===== src/rtl/uart_pkg.sv =====
// Shared types and helpers for the configurable UART transmitter.
package uart_pkg;

  typedef enum logic [1:0] {
    PARITY_NONE,
    PARITY_EVEN,
    PARITY_ODD
  } parity_t;

  typedef enum logic [2:0] {
    IDLE,
    START,
    DATA,
    PARITY,
    STOP
  } tx_state_t;

  function automatic int unsigned baud_period(input int unsigned clk_hz,
                                              input int unsigned baud);
    return clk_hz / baud;
  endfunction

endpackage


===== src/rtl/uart_tx_cfg_if.sv =====
// Ready/valid word handshake between a producer and the UART transmitter.
interface uart_tx_cfg_if #(
  parameter int unsigned DATA_BITS = 8
) ();

  logic [DATA_BITS-1:0] tx_data;
  logic                 tx_data_valid;
  logic                 tx_ready;

  modport master (
    output tx_data,
    output tx_data_valid,
    input  tx_ready
  );

  modport slave (
    input  tx_data,
    input  tx_data_valid,
    output tx_ready
  );

endinterface


===== src/rtl/uart_baud_gen.sv =====
// Bit-period counter; tick marks the last cycle of each bit, restart realigns to a frame.
module uart_baud_gen #(
  parameter int unsigned PERIOD = 16
) (
  input  logic clk,
  input  logic rst_n,
  input  logic restart,
  output logic tick
);

  localparam int unsigned CW = (PERIOD > 1) ? $clog2(PERIOD) : 1;

  logic [CW-1:0] cnt_q, cnt_d;
  logic          tick_q, tick_d;

  always_comb begin
    cnt_d = cnt_q;
    if (restart) begin
      cnt_d = '0;
    end else if (cnt_q == CW'(PERIOD - 1)) begin
      cnt_d = '0;
    end else begin
      cnt_d = cnt_q + CW'(1);
    end
    // Registered tick lines up with the cycle the counter sits at its terminal value.
    tick_d = (cnt_d == CW'(PERIOD - 1));
  end

  always_ff @(posedge clk or negedge rst_n) begin
    if (!rst_n) begin
      cnt_q  <= '0;
      tick_q <= 1'b0;
    end else begin
      cnt_q  <= cnt_d;
      tick_q <= tick_d;
    end
  end

  assign tick = tick_q;

endmodule


===== src/rtl/uart_tx_cfg.sv =====
// Configurable UART transmitter: holding register, framing FSM, shift register and parity.
module uart_tx_cfg
  import uart_pkg::*;
#(
  parameter int unsigned CLK_FREQ_HZ = 12000000,
  parameter int unsigned BAUD_RATE   = 9600,
  parameter int unsigned DATA_BITS   = 8,
  parameter parity_t     PARITY      = PARITY_NONE,
  parameter int unsigned STOP_BITS   = 1
) (
  input  logic         clk,
  input  logic         rst_n,
  uart_tx_cfg_if.slave bus,
  output logic         tx,
  output logic         transmitting
);

  localparam int unsigned BAUD_PERIOD = baud_period(CLK_FREQ_HZ, BAUD_RATE);
  localparam int unsigned BCW         = $clog2(DATA_BITS + 1);
  localparam bit          PAR_EN      = (PARITY != PARITY_NONE);

  if (BAUD_PERIOD < 2) begin : g_bad_baud
    $error("uart_tx_cfg: CLK_FREQ_HZ / BAUD_RATE must be at least 2");
  end
  if (DATA_BITS < 5 || DATA_BITS > 9) begin : g_bad_data_bits
    $error("uart_tx_cfg: DATA_BITS must be in 5..9");
  end
  if (STOP_BITS < 1 || STOP_BITS > 2) begin : g_bad_stop_bits
    $error("uart_tx_cfg: STOP_BITS must be 1 or 2");
  end

  tx_state_t            state_q, state_d;
  logic [BCW-1:0]       bit_cnt_q, bit_cnt_d;
  logic [DATA_BITS-1:0] shift_q, shift_d;
  logic [DATA_BITS-1:0] hold_q, hold_d;
  logic                 hold_full_q, hold_full_d;
  logic                 par_q, par_d;
  logic                 ready_q, ready_d;
  logic                 tx_q, tx_d;
  logic                 trans_q, trans_d;
  logic                 accept;
  logic                 load;
  logic                 tick;

  uart_baud_gen #(
    .PERIOD (BAUD_PERIOD)
  ) u_baud_gen (
    .clk     (clk),
    .rst_n   (rst_n),
    .restart (load),
    .tick    (tick)
  );

  always_comb begin
    state_d     = state_q;
    bit_cnt_d   = bit_cnt_q;
    shift_d     = shift_q;
    par_d       = par_q;
    hold_d      = hold_q;
    hold_full_d = hold_full_q;
    load        = 1'b0;
    accept      = bus.tx_data_valid && ready_q;

    unique case (state_q)
      IDLE: begin
        if (hold_full_q) begin
          load = 1'b1;
        end
      end
      START: begin
        if (tick) begin
          state_d   = DATA;
          bit_cnt_d = '0;
        end
      end
      DATA: begin
        if (tick) begin
          shift_d = shift_q >> 1;
          if (bit_cnt_q == BCW'(DATA_BITS - 1)) begin
            state_d   = PAR_EN ? uart_pkg::PARITY : STOP;
            bit_cnt_d = '0;
          end else begin
            bit_cnt_d = bit_cnt_q + BCW'(1);
          end
        end
      end
      uart_pkg::PARITY: begin
        if (tick) begin
          state_d   = STOP;
          bit_cnt_d = '0;
        end
      end
      STOP: begin
        if (tick) begin
          if (bit_cnt_q == BCW'(STOP_BITS - 1)) begin
            bit_cnt_d = '0;
            if (hold_full_q) begin
              load = 1'b1;
            end else begin
              state_d = IDLE;
            end
          end else begin
            bit_cnt_d = bit_cnt_q + BCW'(1);
          end
        end
      end
      default: begin
        state_d = IDLE;
      end
    endcase

    // Entering START always takes the held word; the parity bit is fixed at load time.
    if (load) begin
      state_d     = START;
      bit_cnt_d   = '0;
      shift_d     = hold_q;
      par_d       = (PARITY == PARITY_ODD) ? ~^hold_q : ^hold_q;
      hold_full_d = 1'b0;
    end
    if (accept) begin
      hold_d      = bus.tx_data;
      hold_full_d = 1'b1;
    end
    ready_d = !hold_full_d;

    unique case (state_d)
      IDLE:             tx_d = 1'b1;
      START:            tx_d = 1'b0;
      DATA:             tx_d = shift_d[0];
      uart_pkg::PARITY: tx_d = par_d;
      STOP:             tx_d = 1'b1;
      default:          tx_d = 1'b1;
    endcase
    trans_d = (state_d != IDLE);
  end

  always_ff @(posedge clk or negedge rst_n) begin
    if (!rst_n) begin
      state_q     <= IDLE;
      bit_cnt_q   <= '0;
      shift_q     <= '0;
      hold_q      <= '0;
      hold_full_q <= 1'b0;
      par_q       <= 1'b0;
      ready_q     <= 1'b1;
      tx_q        <= 1'b1;
      trans_q     <= 1'b0;
    end else begin
      state_q     <= state_d;
      bit_cnt_q   <= bit_cnt_d;
      shift_q     <= shift_d;
      hold_q      <= hold_d;
      hold_full_q <= hold_full_d;
      par_q       <= par_d;
      ready_q     <= ready_d;
      tx_q        <= tx_d;
      trans_q     <= trans_d;
    end
  end

  assign bus.tx_ready = ready_q;
  assign tx           = tx_q;
  assign transmitting = trans_q;

endmodule


===== src/flat_wrapper.sv =====
// flat-port wrapper written by rule: the top's interface ports become plain ports
module uart_tx_cfg_flat import uart_pkg::*;
#(
  parameter int unsigned CLK_FREQ_HZ = 12000000,
  parameter int unsigned BAUD_RATE   = 9600,
  parameter int unsigned DATA_BITS   = 8,
  parameter parity_t     PARITY      = PARITY_NONE,
  parameter int unsigned STOP_BITS   = 1
)
  (clk, rst_n, tx, transmitting, bus_tx_data, bus_tx_data_valid, bus_tx_ready);
  uart_tx_cfg_if #(.DATA_BITS(DATA_BITS)) bus_i ();
  input  logic clk;
  input  logic rst_n;
  output logic tx;
  output logic transmitting;
  input wire logic [$bits(bus_i.tx_data)-1:0] bus_tx_data;
  input wire logic [$bits(bus_i.tx_data_valid)-1:0] bus_tx_data_valid;
  output wire logic [$bits(bus_i.tx_ready)-1:0] bus_tx_ready;
  assign bus_i.tx_data = bus_tx_data;
  assign bus_i.tx_data_valid = bus_tx_data_valid;
  assign bus_tx_ready = bus_i.tx_ready;
  uart_tx_cfg #(.CLK_FREQ_HZ(CLK_FREQ_HZ), .BAUD_RATE(BAUD_RATE), .DATA_BITS(DATA_BITS), .PARITY(PARITY), .STOP_BITS(STOP_BITS)) u_core (.clk(clk), .rst_n(rst_n), .bus(bus_i), .tx(tx), .transmitting(transmitting));
endmodule

===== config.mk =====
export PLATFORM = sky130hd
export DESIGN_NAME = uart_tx_cfg_flat
export DESIGN_NICKNAME = d
export VERILOG_FILES = /design/src/rtl/uart_pkg.sv /design/src/rtl/uart_tx_cfg_if.sv /design/src/rtl/uart_baud_gen.sv /design/src/rtl/uart_tx_cfg.sv /design/src/flat_wrapper.sv
export SDC_FILE = /design/constraint.sdc
export NUM_CORES = 1
export LEC_CHECK = 0
export BUFFER_PORTS_ARGS = -buffer_cell sky130_fd_sc_hd__buf_2
export CELL_PAD_IN_SITES_DETAIL_PLACEMENT = 0
export CELL_PAD_IN_SITES_GLOBAL_PLACEMENT = 1
export CORE_MARGIN = 2
export CORE_UTILIZATION = 51
export DETAILED_ROUTE_END_ITERATION = 7
export HOLD_SLACK_MARGIN = 0.03
export PLACE_DENSITY = 0.87
export SETUP_SLACK_MARGIN = 0.3
export SYNTH_ARGS = -nofsm -noshare
export SYNTH_HDL_FRONTEND = slang
export SYNTH_HIERARCHICAL = 1
export SYNTH_SLANG_ARGS = --single-unit

===== constraint.sdc =====
create_clock -name clk -period 3.8 [get_ports clk]
set_input_delay 0.76 -clock clk [delete_from_list [all_inputs] [get_ports clk]]
set_output_delay 0.76 -clock clk [all_outputs]
set_load 0.03 [all_outputs]

== Word level (Yosys, flattened, before mapping) ==
Cells that the tools add are included.
Widths: inputs -> output; s select.
Word-level totals
  register bits after elaboration: 40
  word-level logic and storage cells: 68
Cells by class
  equal/unequal tests: 13
  add/sub/neg operators: 2
  reduce and logical (&&, ||, !) cells: 12
  mux-type cells: 29
Operators by type and width (number)
  $mux 3: 8
  $mux 4: 6
  $mux 8: 3
  $eq 11x11->1 const B: 2
  $mux 11: 2
  $pmux 3 s5: 1
  $eq 3x2->1 const B: 4
  $pmux 4 s3: 1
  $add 11x1->11 const B: 1
  $reduce_xor 8->1: 1
  $eq 3x1->1 const B: 2
  $mux 1: 6
  $ne 3x2->1 const B: 2
  $add 4x1->4 const B: 1
  $eq 4x3->1 const B: 1
  $logic_not 4->1: 1
  $reduce_and 4->1: 1
  $reduce_bool 2->1: 2
  $reduce_bool 4->1: 1
  $eq 3x3->1 const B: 1
  $logic_not 3->1: 1
  $ne 3x1->1 const B: 1
  $pmux 1 s3: 1
  $reduce_bool 3->1: 1
  other kinds (5): 5

== Logic depth before layout (Yosys ltp) ==
Gate-level depths: netlist of run 1.
  word-level depth: 7
  gate-level depth with buffers: 8
  mapped depth without buffers: 6

== Cells and area by module ==
Netlist of run 1, hierarchy kept.
By module, submodules not included
  uart_tx_cfg: cells an instance 130, sequential area each 703.2 um^2, area an instance 1482.7 um^2, times used 1
  uart_baud_gen: cells an instance 60, sequential area each 300.3 um^2, area an instance 620.6 um^2, times used 1

== Worst setup path after synthesis of run 1 ==
Ideal clock, no wire load.
  kind: flip-flop to flip-flop
  start point: reg u_core.bit_cnt_q[0]
  end point: reg u_core.u_baud_gen.tick_q (netlist: u_core/u_baud_gen/tick)
  required time: 3704 ps
  buffers on the path: 2
  arrival time: 1698 ps
  slack: 2007 ps
  stages on the path, launching flop included: 9
  clock period less this slack: 1793 ps
  path through: dfrtp_1 > inv_1 > ha_1 > and4bb_4 > o21a_4 > buf_6 > a21o_1 > buf_4 > nor4_2
On the way
  word-level cells in the longest chain between the ends: 6
Ends and longest elaborated chain
  from (decl): line uart_tx_cfg.sv:33  | logic [BCW-1:0] bit_cnt_q, bit_cnt_d;
  from (signal assigned): line uart_tx_cfg.sv:150  | bit_cnt_q <= bit_cnt_d;
  $logic_not 4->1: line uart_tx_cfg.sv:95  | if (bit_cnt_q == BCW'(STOP_BITS - 1)) begin
  $mux 1: line uart_tx_cfg.sv:95
  $mux 1: line uart_tx_cfg.sv:94  | if (tick) begin
  $pmux 1 s2: line uart_tx_cfg.sv:64  | unique case (state_q)
  named net u_core.load: line uart_tx_cfg.sv:42  | logic load;
  $mux 11: line uart_baud_gen.sv:18  | if (restart) begin
  $eq 11x11->1: line uart_baud_gen.sv:26  | tick_d = (cnt_d == CW'(PERIOD - 1));
  named net u_core.u_baud_gen.tick_d: line uart_baud_gen.sv:14  | logic tick_q, tick_d;
  to (signal assigned): line uart_baud_gen.sv:35  | tick_q <= tick_d;
  to (decl): line uart_baud_gen.sv:14
The timed path passes the listed nets, and every way through them passes these cells.
A chain may end at the register's enable or synchronous reset.

== Final worst setup path of run 1 ==
  start point: reg u_core.state_q[1]
  end point: reg u_core.shift_q[0]
On the way
  word-level cells in the longest chain between the ends: 3
  elaborated cells between the ends (all ways): 6
  classes of those cells: 2 x eq/ne; 3 x mux; 1 x reduce/logical
Ends and longest elaborated chain
  from (decl): line uart_tx_cfg.sv:32  | tx_state_t state_q, state_d;
  from (signal assigned): line uart_tx_cfg.sv:149  | state_q <= state_d;
  $eq 3x3->1, or another cell as far along: line uart_tx_cfg.sv:64
  $pmux 1 s2 / $mux 8 (equally long branches): line uart_tx_cfg.sv:64
  $mux 8 (*): line uart_tx_cfg.sv:113  | if (load) begin
  named net u_core.shift_d[0]: line uart_tx_cfg.sv:34  | logic [DATA_BITS-1:0] shift_q, shift_d;
  to (signal assigned): line uart_tx_cfg.sv:151  | shift_q <= shift_d;
  to (decl): line uart_tx_cfg.sv:34
Mark *: on every way through the listed nets, which the timed path passes. The rest lies on a longest branch. The select of a mux whose other input is x is not followed.

==> results.ini, run 1 <==
[logic_synthesis]
synth_simple_gate_area_share_pct = 18.3
synth_cell_types = 54
synthFlopType = dfrtp_1
largest_family_of_logic_cells_by_synthesized_area = simple AND/OR/NAND/NOR gates
postSynthAreaPerCell_um2 = 11.1
postSynthNetCount = 205
synth_commonest_cells = dfrtp_1 (38), nor2_1 (17), xnor2_1 (12)
synth.mux.area_fraction_pct = 5.35
synth-edff-count = 0
netlist.area_leader.share_pct = 45.2
compound_gate_fraction_of_synth_area_pct = 15.8
ys_async_sr_fraction_pct = 100
yosys_register_bits = 40
postSynthCellCount = 190
synth_sequential_area_ratio_pct = 47.7
syn_area_um2 = 2100
synth.largest_area_cell = dfrtp_1
netlist_top_cells_area = dfrtp_1 (45%), xnor2_1 (5.0%), mux2_2 (4.3%), nor2_1 (3.0%), a22o_1 (2.9%)
synth.yosys.warnings = 6
synth_xor_area_share_pct = 6.25
synth_area_in_adders_pct = 2.38
synth_most_common_cell = dfrtp_1

[placed_design]
place.detailed.hpwl_um = 2710
portBuffers = 13
rd_place_congestion = 0.814
place.detailed.instances = 247

[sta]
fin_setup_tns_ps = 0
timing.final.max_slew_violations = 0
final_hold_viol_count = 0
period_share_pct = 50.7
max-slew-margin-rel_pct = 43.4
fin_crit_ps = 1930
timing.clock.skew_ps = 9.03
max_clock_freq_mhz = 519
grt_setup_unrepaired = no
whs_ps = 488
setup-violations-final = 0
worst-slew-pin-transition_ps = 848

[global_route]
antenna_found_initial = 0
grtUsageTotal_pct = 18.5
grt.overflow.total = 0
grt_first_pass_wirelength_um = 6310
grt_max_degree = 41
number_of_global_route_vias_before_repair = 1400

[run]
max_cap_violations = 0

[layout]
layout-drive-gt1-share_pct = 22.0
final_cells = 255
antenna_cells = 0
fill_cell_instance_count_of_the_final_layout = 356
final_net_count = 219
area.growth.synth_to_final_pct = 7.79

[clock_tree]
cts_hold_buf = 0
clock_tree.htree_level_count = 2
clock_path_buffers = 2
postCtsSetupRepairBufs = 0
clock_sink_count = 40
insertion_delay_ps = 290
ctsResizeCount = 0
clockRootBuffer = clkbuf_8
tritoncts = yes
worst_setup_hold_path_clk_slew_ps = 80
tritoncts.num_buffers = 5

[routing]
viasPerCell = 5.71
met2_length_um = 1850
drt_pre_antenna_iters = 4
route.detailed.wl_per_inst_um = 14.8
wl_met3_um = 91
remaining_drc_errors = 0
route.final.wire_length_um = 3780
drt-met1-wl_um = 1780
via_count = 1455
antenna_violating_nets_post_route = 0
topRoutingLayerUsed = met4
drt_first_iter_violations = 69

[die]
ios = 14
core_area_um2 = 3970
fp-row-count = 23
fp.dieArea_um2 = 4650
initial_utilization_pct = 53.0
die_w_um = 68.2
die-height_um = 68.2

[critical_path]
timing_worst_setup_path_type = flop to flop
path_max_fanout = 16
worst_path_required_time_ps = 3980
worstSetupEndpointType = flop
startpoint_type = flop
arrival_ps = 2100

[hold_path]
min-delay-path-class = flop to flop

[power]
p_int_w = 0.000676
peakVddDrop_v = 0.000249
seqPwrFrac_pct = 53.9
share_of_power_burned_in_the_clock_network_pct = 29.7
power_leakage_nw = 1.03
cellPowerDensity_nw_per_um2 = 402
p_switching_w = 0.000236
sw_ratio_pct = 25.9
combinationalPowerShare_pct = 16.4

[outcome]
outcome = finished clean

cell usage in the layout, fill, tap and decap left out, drive strengths merged, types with 3 or more instances in the layout:
| cell type | Yosys | layout |
|---|---|---|
| nand3 | 6 | 6 |
| buf | 7 | 14 |
| nor3 | 5 | 5 |
| o21ai | 6 | 6 |
| inv | 10 | 10 |
| xnor2 | 12 | 12 |
| nor2 | 17 | 17 |
| ha | 4 | 4 |
| nor4 | 3 | 3 |
| dfrtp | 38 | 38 |
| mux2 | 10 | 10 |
| a22o | 7 | 7 |
| o21a | 3 | 3 |
| nand2 | 8 | 8 |
| clkbuf | 0 | 7 |
| nor4b | 3 | 3 |
| o22ai | 3 | 3 |
| a21o | 7 | 7 |
| xor2 | 3 | 3 |
path summary, 6_finish.rpt:
path | start | endpoint | slack [ps] | cells after the start
worst min-delay path | u_core/shift_q[4] | u_core/shift_q[4] | 490 | 1
max in group asynchronous | rst_n | u_core/bit_cnt_q[2] | 2690 | 1
min in group asynchronous | rst_n | u_core/u_baud_gen/cnt_q[9] | 570 | 1
worst max-delay path | u_core/state_q[1] | u_core/shift_q[0] | 1870 | 4
worst max register to register | u_core/state_q[1] | u_core/shift_q[0] | 1870 | 4
worst min register to register | u_core/shift_q[4] | u_core/shift_q[4] | 490 | 1
power groups by stage:
stage	clock (W)	sequential, W	combinational (W)
floorplan	0	0.000493	0.000119
global placement	0	0.000498	0.000144
detailed placement	0	0.000500	0.000151
CTS	0.000281	0.000491	0.000152
global route	0.000293	0.000496	0.000161
finish	0.000271	0.000492	0.000149
registers in the layout, indices dropped and copies added, names as in the netlist:
name / flops
u_core/u_baud_gen/cnt_q: 11
u_core/hold_q: 8
u_core/shift_q: 8
u_core/bit_cnt_q: 4
u_core/state_q: 3
u_core/bus.tx_ready: 1
u_core/hold_full_q: 1
u_core/par_q: 1
u_core/transmitting: 1
u_core/tx: 1
u_core/u_baud_gen/tick: 1
kinds of logic after synthesis:
kind of cell    Yosys count
xor+xnor                 15
buf+inv                  17
flops                    40
fa+ha+maj                 4
simple gates             62
mux                      10
compound gates           42
critical path, cell delays in order, from the launching register on:
cell	delay [ps]
dfrtp_1	620
nor4bb_1	350
buf_4	210
mux2_1	340
mux2_1	290
stage by stage:
step	utilization [%]	total power (W)	cell area, µm²	worst slack [ps]
final	57.1	0.000912	2270	1870
after global routing	57.1	0.000950	2270	1800
after CTS	57.1	0.000924	2270	1890
after floorplan	-	0.000612	2100	2010
after global placement	55.0	0.000642	2190	1980
after detailed placement	55.0	0.000650	2190	1920
routing by layer:
metal / vias to the layer above / track usage [%]
met3: 8 / 5.10
li1: 716 / -
met4: 0 / 8.00
met1: 710 / 23.2
met5: - / 0
met2: 21 / 30.0
final cells by class:
class                           instances  area (µm²)  area share [%]
Clock buffer                            7        76.3            3.37
Clock inverter                          1        5.00           0.221
Inverter                               10        37.5            1.66
Multi-Input combinational cell        133        1010            44.5
Sequential cell                        40        1000            44.3
Tap cell                               50        62.6            2.76
Timing Repair Buffer                   14        72.6            3.20
Power figures use the tool's default switching activity.
==> inputs of run 2 (changes only) <==
CORE_UTILIZATION = 43   (was 51)
PLACE_DENSITY = 0.79   (was 0.87)
clock period = 1.7 ns   (was 3.8 ns; I/O delays follow)
==> run 2 against run 1 <==
Against the previous run:
- critical path depth up 2
- final cell count up 18%
- first-iteration DRC count down 7.2%
- die area up 17%
- via count up 9.8%
- global-route usage down 0.60 points
- register-to-register slack worse by 1800 ps
- core utilization up 1.8 points
- clock-buffer cell count down 2
- worst hold slack worse by 210 ps
- maximum frequency up 15%
- final area up 23%
- critical endpoint is now u_core/bit_cnt_q[3]
==> results.ini, run 2 (same netlist as run 1, synthesis figures left out) <==
[clock_tree]
clock_sink_count = 40  ; unchanged
insertion_delay_ps = 280  ; about the same
worst_setup_hold_path_clk_slew_ps = 80  ; about the same
clock_path_buffers = 2  ; unchanged
tritoncts.num_buffers = 5  ; unchanged
clockRootBuffer = clkbuf_8
clock_tree.htree_level_count = 2  ; unchanged
tritoncts = yes

[critical_path]
worstSetupEndpointType = flop
register_to_register_setup_slack_ps = 30  ; -1850 ps
critical_path.cell_chain = inv_1, ha_2, or3b_4, a22o_1, a22oi_2, o31ai_1
path_delay_family = compound AO/OA/AOI/OAI gates
worst_path_required_time_ps = 1870  ; -2110 ps
worst_path_max_delay_cell = dfrtp_1
longest_individual_stage_delay_on_the_worst_path_ps = 420  ; -200 ps
timing_worst_setup_path_type = flop to flop
arrival_ps = 1840  ; -260 ps
path_max_fanout = 3  ; -13
path_buf_inv = 1  ; unchanged
startpoint_type = flop

[global_route]
grtUsageTotal_pct = 17.9  ; -0.60 points
grt_max_degree = 22  ; -46%
antenna_found_initial = 0  ; unchanged
grt.overflow.total = 0  ; unchanged
number_of_global_route_vias_before_repair = 1685  ; +20%
grt_first_pass_wirelength_um = 7660  ; +21%

[routing]
route.detailed.wl_per_inst_um = 14.8  ; about the same
viasPerCell = 5.33  ; -6.6%
antenna_violating_nets_post_route = 0  ; unchanged
remaining_drc_errors = 0  ; unchanged
via_count = 1598  ; +9.8%
drt_first_iter_violations = 64  ; -7.2%
route.final.wire_length_um = 4450  ; +18%
drt_pre_antenna_iters = 4  ; unchanged

[layout]
multiInputGateArea_um2 = 1220  ; +21%
layout.cells.most_common_list = dfrtp_1 (34), buf_4 (18), buf_2 (13)
finalCoreUtilization_pct = 58.9  ; +1.8 points
final_net_count = 247  ; +13%
seq_area_um2 = 1010  ; +0.50%
layout.cells.most_common = dfrtp_1
top_registers = u_core/u_baud_gen/cnt_q: 11 flops, u_core/hold_q: 8 flops, u_core/shift_q: 8 flops
antenna_cells = 0  ; unchanged
largest_register_ffs = 11  ; unchanged
final_cells = 300  ; +18%
layout-drive-gt1-share_pct = 46.4  ; +24 points
fill_cell_instance_count_of_the_final_layout = 402  ; +13%
largest-register = u_core/u_baud_gen/cnt_q
area.growth.synth_to_final_pct = 32.2

[die]
core_area_um2 = 4720  ; +19%
fp-row-count = 25  ; +8.7%
ios = 14  ; unchanged
fp.dieArea_um2 = 5470  ; +17%
initial_utilization_pct = 44.5  ; -8.4 points
die_w_um = 73.9  ; +8.4%
die-height_um = 73.9  ; +8.4%

[placed_design]
place.detailed.hpwl_um = 2970  ; +9.5%
portBuffers = 13  ; unchanged
rd_place_congestion = 0.834  ; +2.5%
place.detailed.instances = 279  ; +13%

[sta]
fin_crit_ps = 1670  ; -252 ps
whs_ps = 280  ; -208 ps
setup-violations-final = 0  ; unchanged
fin_setup_tns_ps = 0  ; unchanged
max-slew-margin-rel_pct = 68.0  ; +25 points
period_share_pct = 98.4  ; +48 points
max_clock_freq_mhz = 598  ; +15%
timing.clock.skew_ps = 4.01  ; -5.02 ps
final_hold_viol_count = 0  ; unchanged
worst-slew-pin-transition_ps = 480  ; -369 ps
grt_setup_unrepaired = yes
timing.final.max_slew_violations = 0  ; unchanged

[run]
max_cap_violations = 0  ; unchanged

[hold_path]
min-delay-path-class = primary input to flop

[power]
fin_total_pwr_w = 0.00222  ; +140%
peakVddDrop_v = 0.000601  ; +140%
power_leakage_nw = 1.20  ; +17%
cellPowerDensity_nw_per_um2 = 797  ; +98%

[outcome]
outcome = finished clean

[run 2: changes by cell type in the layout (fill, tap and decap cells not counted), sizes merged]
cell	previous run	this run
buf	14	40
bufinv	0	1
clkbuf	7	5
clkinvlp	0	1
dlygate4sd3	0	1
o21a	3	4
[run 2: stage by stage]
step	worst slack, ps	instance area [µm²]
4_1_cts	32.4	2720
3_5_place_dp	-16.8	2360
5_1_grt	-22.9	2780
6_report	27.1	2780
3_3_place_gp	8.70	2360
2_1_floorplan	62.4	2140
[run 2: where the power goes]
group | switching, W | total [W] | internal (W)
Clock | 0.000332 | 0.000766 | 0.000434
Sequential | 0.0000750 | 0.00110 | 0.00103
Combinational | 0.000146 | 0.000347 | 0.000202
[run 2: metal layers]
metal / routed length, µm / GRT usage, %
met5: 0 / 0
met3: 101 / 3.66
met2: 2300 / 31.3
met4: 28 / 5.25
met1: 2020 / 22.5
[run 2: final timing paths]
check / from / end / cells past startpoint
max in group asynchronous: rst_n / u_core/u_baud_gen/cnt_q[9] / 3
hold reg to reg: u_core/shift_q[3] / u_core/shift_q[3] / 1
hold / removal: bus_tx_data[6] / u_core/hold_q[6] / 2
setup reg to reg: u_core/bit_cnt_q[0] / u_core/bit_cnt_q[3] / 6
setup / recovery: u_core/bit_cnt_q[0] / u_core/bit_cnt_q[3] / 6
min in group asynchronous: rst_n / u_core/bit_cnt_q[2] / 2
[run 2: layout make-up]
class	count	area share, %
inverters	10	1.35
repair buffers	41	11.5
well taps	67	3.02
multi-input cells	134	43.8
clock buffers	5	2.48
flip-flops and latches	40	36.3
clock inverters	3	1.53
[run 2: what timing repair did]
item,CTS,global route
setup endpoints to repair,28,30
endpoints found under the hold margin,14,0
hold buffers,1,0
resized for setup,39,13
pin swaps,17,11
cloned,1,0
setup buffers,9,2
